**src/rtl/ninjin_pkg.sv**
```systemverilog
// ninjin_pkg: shared ninjin bridge types and default widths
//   PORT_DEF     data word width
//   MEMADDR_DEF  memory address width
//   LENW_DEF     burst length field width
//   ninjin_rd_state_t  burst reader FSM states
package ninjin_pkg;
    localparam int PORT_DEF    = 32;
    localparam int MEMADDR_DEF = 12;
    localparam int LENW_DEF    = 16;
    typedef enum logic [1:0] {S_IDLE, S_READ, S_DRAIN, S_DONE} ninjin_rd_state_t;
endpackage

```
**src/rtl/ninjin_skid_fifo.sv**
```systemverilog
// ninjin_skid_fifo: 2-entry FIFO absorbing memory read latency under back-pressure
//   clk, xrst   clock, asynchronous active-low reset
//   push, din   write strobe and word
//   pop         read strobe (head advances)
//   head        oldest stored word
//   count       occupancy 0..2; push and pop together leave it unchanged
module ninjin_skid_fifo #(
    parameter int W = 33
) (
    input  logic         clk,
    input  logic         xrst,
    input  logic         push,
    input  logic         pop,
    input  logic [W-1:0] din,
    output logic [W-1:0] head,
    output logic [1:0]   count
);
    logic [W-1:0] mem [2];
    logic         wp, rp;
    assign head = mem[rp];
    always_ff @(posedge clk or negedge xrst) begin
        if (!xrst) begin
            mem   <= '{default: '0};
            wp    <= 1'b0;
            rp    <= 1'b0;
            count <= 2'd0;
        end else begin
            if (push) begin
                mem[wp] <= din;
                wp      <= !wp;
            end
            if (pop) rp <= !rp;
            count <= count + {1'b0, push} - {1'b0, pop};
        end
    end
endmodule

```
**src/rtl/ninjin_burst_reader.sv**
```systemverilog
// ninjin_burst_reader: burst read engine streaming buffer memory words to the host
//   clk, xrst                      clock, asynchronous active-low reset
//   req_valid/req_ready            burst request handshake (ready only when idle)
//   req_addr, req_len              first word address, word count (0 legal)
//   mem_en, mem_addr, mem_rdata    1-cycle-latency memory read port
//   out_valid/out_ready            host stream handshake
//   out_data, out_last             stream word and final-word marker
//   done                           one-cycle pulse at burst completion
module ninjin_burst_reader
    import ninjin_pkg::*;
#(
    parameter int PORT    = PORT_DEF,
    parameter int MEMADDR = MEMADDR_DEF,
    parameter int LENW    = LENW_DEF
) (
    input  logic               clk,
    input  logic               xrst,
    input  logic               req_valid,
    output logic               req_ready,
    input  logic [MEMADDR-1:0] req_addr,
    input  logic [LENW-1:0]    req_len,
    output logic               mem_en,
    output logic [MEMADDR-1:0] mem_addr,
    input  logic [PORT-1:0]    mem_rdata,
    output logic               out_valid,
    input  logic               out_ready,
    output logic [PORT-1:0]    out_data,
    output logic               out_last,
    output logic               done
);
    ninjin_rd_state_t state;
    logic [LENW-1:0]    issue_cnt, sent_cnt;
    logic [MEMADDR-1:0] addr;
    logic               rd_pend, rd_last;
    logic [1:0]         count, occ;
    logic [PORT:0]      head, word;
    logic               fire, push, pop;

    ninjin_skid_fifo #(.W(PORT + 1)) u_fifo (
        .clk   (clk),
        .xrst  (xrst),
        .push  (push),
        .pop   (pop),
        .din   ({rd_last, mem_rdata}),
        .head  (head),
        .count (count)
    );

    // The in-flight read counts as occupied so the FIFO can never overflow.
    assign occ       = count + {1'b0, rd_pend};
    assign mem_en    = state == S_READ && issue_cnt != '0 && occ < 2'd2;
    assign mem_addr  = addr;
    assign req_ready = state == S_IDLE;
    assign done      = state == S_DONE;
    // An empty FIFO passes returning read data straight through, giving the
    // two-cycle request-to-data latency; a stalled word is parked in the FIFO.
    assign out_valid = count != 2'd0 || rd_pend;
    assign word      = count != 2'd0 ? head : rd_pend ? {rd_last, mem_rdata} : '0;
    assign out_data  = word[PORT-1:0];
    assign out_last  = out_valid && word[PORT];
    assign fire      = out_valid && out_ready;
    assign pop       = fire && count != 2'd0;
    assign push      = rd_pend && (count != 2'd0 || !out_ready);

    always_ff @(posedge clk or negedge xrst) begin
        if (!xrst) begin
            state     <= S_IDLE;
            issue_cnt <= '0;
            sent_cnt  <= '0;
            addr      <= '0;
            rd_pend   <= 1'b0;
            rd_last   <= 1'b0;
        end else begin
            rd_pend <= mem_en;
            rd_last <= mem_en && issue_cnt == LENW'(1);
            if (mem_en) begin
                addr      <= addr + MEMADDR'(1);
                issue_cnt <= issue_cnt - LENW'(1);
            end
            if (fire) sent_cnt <= sent_cnt - LENW'(1);
            case (state)
                S_IDLE: if (req_valid) begin
                    addr      <= req_addr;
                    issue_cnt <= req_len;
                    sent_cnt  <= req_len;
                    state     <= req_len == '0 ? S_DONE : S_READ;
                end
                S_READ:  if (mem_en && issue_cnt == LENW'(1)) state <= S_DRAIN;
                S_DRAIN: if (sent_cnt == '0 || (fire && sent_cnt == LENW'(1))) state <= S_DONE;
                default: state <= S_IDLE;
            endcase
        end
    end
endmodule

```
**config.mk**
```make
export PLATFORM = sky130hd
export DESIGN_NAME = ninjin_burst_reader
export DESIGN_NICKNAME = d
export VERILOG_FILES = /design/src/rtl/ninjin_pkg.sv /design/src/rtl/ninjin_skid_fifo.sv /design/src/rtl/ninjin_burst_reader.sv
export SDC_FILE = /design/constraint.sdc
export NUM_CORES = 1
export LEC_CHECK = 0
export ABC_CLOCK_PERIOD_IN_PS = 2400
export CAP_MARGIN = 40
export CELL_PAD_IN_SITES_DETAIL_PLACEMENT = 2
export CELL_PAD_IN_SITES_GLOBAL_PLACEMENT = 2
export CORE_ASPECT_RATIO = 1.2
export CORE_UTILIZATION = 34
export CTS_CLUSTER_DIAMETER = 30
export CTS_CLUSTER_SIZE = 14
export DETAILED_ROUTE_END_ITERATION = 16
export HOLD_SLACK_MARGIN = 0.06
export MAX_ROUTING_LAYER = met4
export PLACE_DENSITY = 0.85
export SETUP_SLACK_MARGIN = 0.5
export SKIP_CTS_REPAIR_TIMING = 1
export SLEW_MARGIN = 10
export SYNTH_ARGS = -nofsm -noshare
export SYNTH_HDL_FRONTEND = slang
export SYNTH_HIERARCHICAL = 1
export SYNTH_SLANG_ARGS = --single-unit
```
**constraint.sdc**
```tcl
create_clock -name clk -period 2.4 [get_ports clk]
set_input_delay 0.48 -clock clk [delete_from_list [all_inputs] [get_ports clk]]
set_output_delay 0.48 -clock clk [all_outputs]
set_load 0.05 [all_outputs]
```
Yosys cells after proc, flatten, opt, wreduce, memory -nomap -nowiden:

Cells that the tools add are included.

* add/sub/neg operators: 6
* $lt $le $gt $ge: 4
* equality and inequality tests: 8
* multiplexer cells: 22
* bitwise operators: 2
* reductions and logical operators: 21

Operators by type and width (count)
* two-way mux 33 bit: 6
* two-way mux 16 bit: 6
* bitwise mux 66 bit: 1
* two-way mux 12 bit: 3
* demux 33 bit (select 1 bit): 1
* equality test 16 x 1 -> 1 bit, second input constant: 2
* zero test 16 bit: 2
* subtractor 16 x 1 -> 16 bit, second input constant: 2
* nonzero test 16 bit: 1
* adder 12 x 1 -> 12 bit, second input constant: 1
* logical AND 1 bit: 9
* two-way mux 2 bit: 4
* case mux 2 bit (3 select lines): 1
* adder 2 x 1 -> 2 bit: 2
* equality test 2 bit, second input constant: 2
* greater-or-equal comparator 2 bit, second input constant: 2
* inequality test 2 bit, second input constant: 2
* NOT 1 -> 2 bit: 2
* zero test 1 bit: 3
* logical OR 1 bit: 3
* AND reduction 3 bit: 1
* equality test 2 x 1 -> 1 bit, second input constant: 1
* zero test 2 bit: 1
* < comparator 2 x 1 -> 1 bit, second input constant: 1
* other kinds (4): 4

* register bits after elaboration: 118

Longest topological paths before layout:

* word-level depth: 7
* mapped depth: 8
* gate-level depth less buffers: 8

By module:

The synthesis kept the hierarchy.

By module, submodules not included
* ninjin_burst_reader: times used 1, cells an instance 426, area each 3375.7 sq um, seq. area each 1201.2 sq um
* ninjin_skid_fifo: times used 1, cells an instance 190, area each 3075.4 sq um, seq. area each 1751.7 sq um

Worst setup path before layout:

No wires, ideal clock.

* kind: register to register
* from: register state[0]
* to: register issue_cnt[5]
* arrival time: 2126 ps
* required time: 2323 ps
* path slack: 197 ps
* cell stages (with the launch flop): 6
* period minus slack after synthesis: 2203 ps
* cell sequence: dfrtp_1 -> inv_1 -> ha_1 -> nand2_1 -> dlygate4sd3_1 -> a21oi_1

* elaborated cells on any way between the ends: 7

RTL lines
* from (decl): line ninjin_burst_reader.sv:31 `ninjin_rd_state_t state;`
* from (signal assigned): line ninjin_burst_reader.sv:86 `state <= req_len == '0 ? S_DONE : S_READ;`
* zero test 2 bit
* via req_ready: line ninjin_burst_reader.sv:19 `output logic req_ready,`
* two-way mux 16 bit: line ninjin_burst_reader.sv:81 `case (state)`
* to (signal assigned): line ninjin_burst_reader.sv:78 `issue_cnt <= issue_cnt - LENW'(1);`
* to (signal assigned): line ninjin_burst_reader.sv:84 `issue_cnt <= req_len;`
* to (decl): line ninjin_burst_reader.sv:32 `logic [LENW-1:0] issue_cnt, sent_cnt;`

The timed path passes the listed nets, and every way through them passes these cells.
A chain may end at the register's enable or synchronous reset.

Worst setup path after layout:

* from: register issue_cnt[1]
* to: output port mem_en

* longest elaborated chain between the ends: 3

Ends and longest elaborated chain
* nonzero test 16 bit: line ninjin_burst_reader.sv:51 `assign mem_en = state == S_READ && issue_cnt != '0 && occ < 2'd2;`
* logical AND 1 bit (2 in a row): line ninjin_burst_reader.sv:51
* to (decl): line ninjin_burst_reader.sv:22 `output logic mem_en,`

Every way passes these cells.

==> results.txt <==
- Setup repair after global routing could not meet its margin everywhere.
- In the routed design, unresolved DRC markers number 0.
- The analysis attributes to cell leakage a power of between 4 and 5 nW.
- IR analysis of the VDD net gives a maximum drop of 0.0008516 V.
* Average vias per placed instance: 5.634
- The flow ran to the end, but the final reports show violations.
* Worst Slack Setup Final: -57.32 ps
* Total of max-cap violations: 0
* Total I/O pin count: roughly 110
* Violation count after the first detailed-routing iteration: 301
- Counting the fill cells in the layout gives 1709.
- CP Class: reg -> out
- Port bufs: 112
- Layout Skew: 15.60 ps
* Clock buffer count from CTS: 17
- Area taken by multi-input logic gates: 4205 µm²
* Period utilization: 102.4%
- The net count of the finished layout is between 800 and 900.
- The synthesized netlist contains 60 unique library cells.
- For this configuration, the core starts out at a cell density of 35.10%.
* Area Growth Syn to Fin: 61.97%
* Final HPWL from detailed placement: 15.71 mm
- H-tree Lvls: 4
- In this run the remaining antenna-violating nets after routing total 0.
* Width of the die: 127.7 µm
* Clock network latency to the later pin of the worst-skew pair: 440 ps
* Yosys top cell by area: dfrtp_1
- At the end of routability-driven placement, the weighted congestion stood at about 0.83.
* Cells taking the most area after synthesis: dfrtp_1, mux2_2, nand2_1
- The max-slew violation total from the final report was 0.
* Synth Flop Type: dfrtp_1
* Top-area cell type share of the netlist area: between 40 and 50%
- Summed instance area of the synthesized netlist: ~6500 µm²
* Critical path arrival: 1980 ps
* Std cell rows: 54
- CTS placed an instance of clkbuf_16 at the clock tree root.
* Count of warnings emitted by yosys: 6
- In this run the power spent charging and discharging nets is ~8.6 mW.
- Power density relative to cell area: between 1500 and 2000 nW/µm²
- Headroom to the max-slew limit came out at 55.68%.
- Excluding fillers, the count of instances in the completed layout stands at 1041.
- Based on the critical path, the design can be clocked at up to a little over 400 MHz.
* Number of antenna violations at the first check in global routing: 0
* DR vias: slightly below 6000
- The internal portion of the total power is around 9.9 mW.
- First-pass GRT wire length: 36.02 mm
- Hold timing on the final database bottoms out at a slack of roughly 65 ps.
- The synthesized design contains roughly 120 register bits.
- Total count of hold-check failures in the final report: 0
* Violations in the final reports: setup timing
* Proportion of power drawn by flip-flops and latches: 22.5%
- Counting I/O delays and the setup requirement, the final critical path takes 2457 ps.
- In the final layout, the share of cells above drive strength 1 is between 40% and 50%.
- Dividing the detail-routed wire length by the instance count gives 31.23 µm.
- The clock network accounts for 15.4% of the total power.
* Critical path fanouts, max: 7
- CTS clock-pin slew for the worst setup and hold paths: 70 ps
- Pin count of the biggest net entering global routing: 55
* Overall fraction of global-route tracks in use: between 20% and 30%
- Worst Setup End Kind: primary output
- The via count of the first global-routing pass came to 6346.
* Synth Instances: 616
- The number of nets in the synthesized netlist is 693.
- The share of the Yosys chip area taken by registers is 45.77%.
* Combinational power share: just over 60%
- Clock tree from TritonCTS: yes
- Of all flip-flops after synthesis, the portion carrying an async set or reset was 100.0%.
- The die covers 19530 µm².
- Post-Route WL: ~33 mm
- Number of endpoints failing setup at the final stage: 4
* Slew at the pin closest to its max-slew limit: around 660 ps
- Total inserted antenna cells: 0
- Switching share of power: 46.53%
- Avg Inst Size Synth: 10.47 µm²
- Kind of launch point of the worst setup path: flip-flop
* Core ar.: 18380 µm²
- Floorplan die height: between 150 and 200 µm
- In this run, placement finished with an instance count of between 900 and 1000.
- Hold Crit Class: in -> async
- CP required: between 1500 and 2000 ps
- Number of enable flip-flop cells after synthesis: 0
- Counting every sink on the clock net gives 118.
* GRT overflow: 0
* Length of the first detailed-routing pass in iterations: 4
* Maximum root-to-sink buffer count: 2
- Area occupied by registers: ~3000 µm²
-- state kept, by name (all words and copies together) (netlist names) --
signal / count
state: 2
rd_last: 1
rd_pend: 1
issue_cnt: 16
mem_addr: 12
u_fifo/rp: 1
u_fifo/count: 2
sent_cnt: 16
u_fifo/mem: 66
u_fifo/wp: 1
-- synth_stat cells, types with 3 or more instances --
library cell and count:
dfrtp_1 118, mux2_2 94, nand2_1 84, nand3_1 41, a21oi_1 39, nor2_1 36, xnor2_1 27, clkbuf_1 18
ha_1 13, xor2_1 13, inv_1 12, nor4_1 11, nor3_1 8, or3_1 8, buf_6 7, o21ai_0 7
and3_1 5, buf_2 5, mux2_4 5, o211ai_1 5, or2_2 4, a211oi_1 3, mux2i_1 3, nand4_1 3
nor4b_1 3, or4_1 3
-- worst max-delay path, cell delays in order, from the launching register on --
cell and delay (ps):
dfrtp_1 430, inv_1 220, ha_4 250, nand3_2 170
o21ai_4 210, inv_2 90, buf_12 150
-- final cells by class --
| type | count | share of cell area, % |
|---|---|---|
| multi-input combinational | 453 | 40.25 |
| clock inverter | 12 | 1.688 |
| timing repair buffer | 174 | 21.96 |
| tap | 252 | 3.018 |
| inverter | 12 | 0.4311 |
| sequential | 118 | 28.38 |
| clock buffer | 20 | 4.275 |
-- routing by layer --
layer / vias up / wire [µm] / GRT usage [%]
met5: - / 0 / -
met4: 0 / 1516 / 10.08
met3: 94 / 1292 / 4.375
met2: 214 / 17950 / 45.83
met1: 3048 / 11750 / 26.68
li1: 2509 / - / -
-- metrics by stage --
step	total power, mW	setup TNS (ps)	cell area [µm²]	util [%]	setup slack, ps
5_1_grt	18.99	-344.1	10450	56.86	-103.9
3_5_place_dp	12.56	0	8381	45.60	4.810
6_report	18.48	-164.3	10450	56.86	-57.32
2_1_floorplan	8.809	0	6578	-	419.3
3_3_place_gp	12.00	0	8381	45.60	53.37
4_1_cts	15.51	-4946	9004	48.99	-244.4
-- path summary, 6_finish.rpt --
| check | depth (start not counted) | end | from | slack (ps) |
|---|---|---|---|---|
| hold reg to reg | 1 | u_fifo/mem[31] | u_fifo/mem[31] | 510 |
| min in group clk | 1 | u_fifo/mem[31] | u_fifo/mem[31] | 510 |
| max in group asynchronous | 2 | u_fifo/mem[30] | xrst | 1590 |
| hold / removal | 1 | u_fifo/mem[15] | xrst | 70 |
| setup reg to reg | 6 | issue_cnt[6] | issue_cnt[1] | 110 |
| setup / recovery | 6 | mem_en | issue_cnt[1] | -60 |
-- cell families (layout without fill, tap and decap cells) --
logic type      Yosys count  after routing  synth area share [%]
fa+ha+maj                13             13                 2.521
simple gates            219            219                 16.51
buf+inv                  45            218                 3.879
compound gates           79             79                 7.855
mux                     102            102                 18.04
xor+xnor                 40             40                 5.431
flops                   118            118                 45.77
-- layout by cell type, fill, tap and decap left out, drive strengths merged, types with 4 or more instances in the layout --
| master | n |
|---|---|
| o21ai | 8 |
| nor3 | 9 |
| or4 | 4 |
| xor2 | 13 |
| clkbuf | 29 |
| buf | 91 |
| nand3 | 41 |
| a21oi | 40 |
| inv | 13 |
| nor2 | 36 |
| or3 | 8 |
| dfrtp | 118 |
| clkinvlp | 5 |
| mux2 | 99 |
| ha | 13 |
| nand2 | 85 |
| dlymetal6s2s | 13 |
| o211ai | 6 |
| and3 | 5 |
| xnor2 | 27 |
| bufinv | 4 |
| clkdlybuf4s50 | 61 |
| or2 | 5 |
| nor4 | 12 |
-- power groups by stage --
stage / clock network, mW / logic (mW) / registers (mW)
global route: 2.97 / 11.8 / 4.21
CTS: 2.77 / 8.92 / 3.81
floorplan: 0 / 5.02 / 3.79
global placement: 0 / 8.36 / 3.63
detailed placement: 0 / 8.77 / 3.79
finish: 2.86 / 11.5 / 4.16
Note: power is estimated with default switching activity, not from simulation.
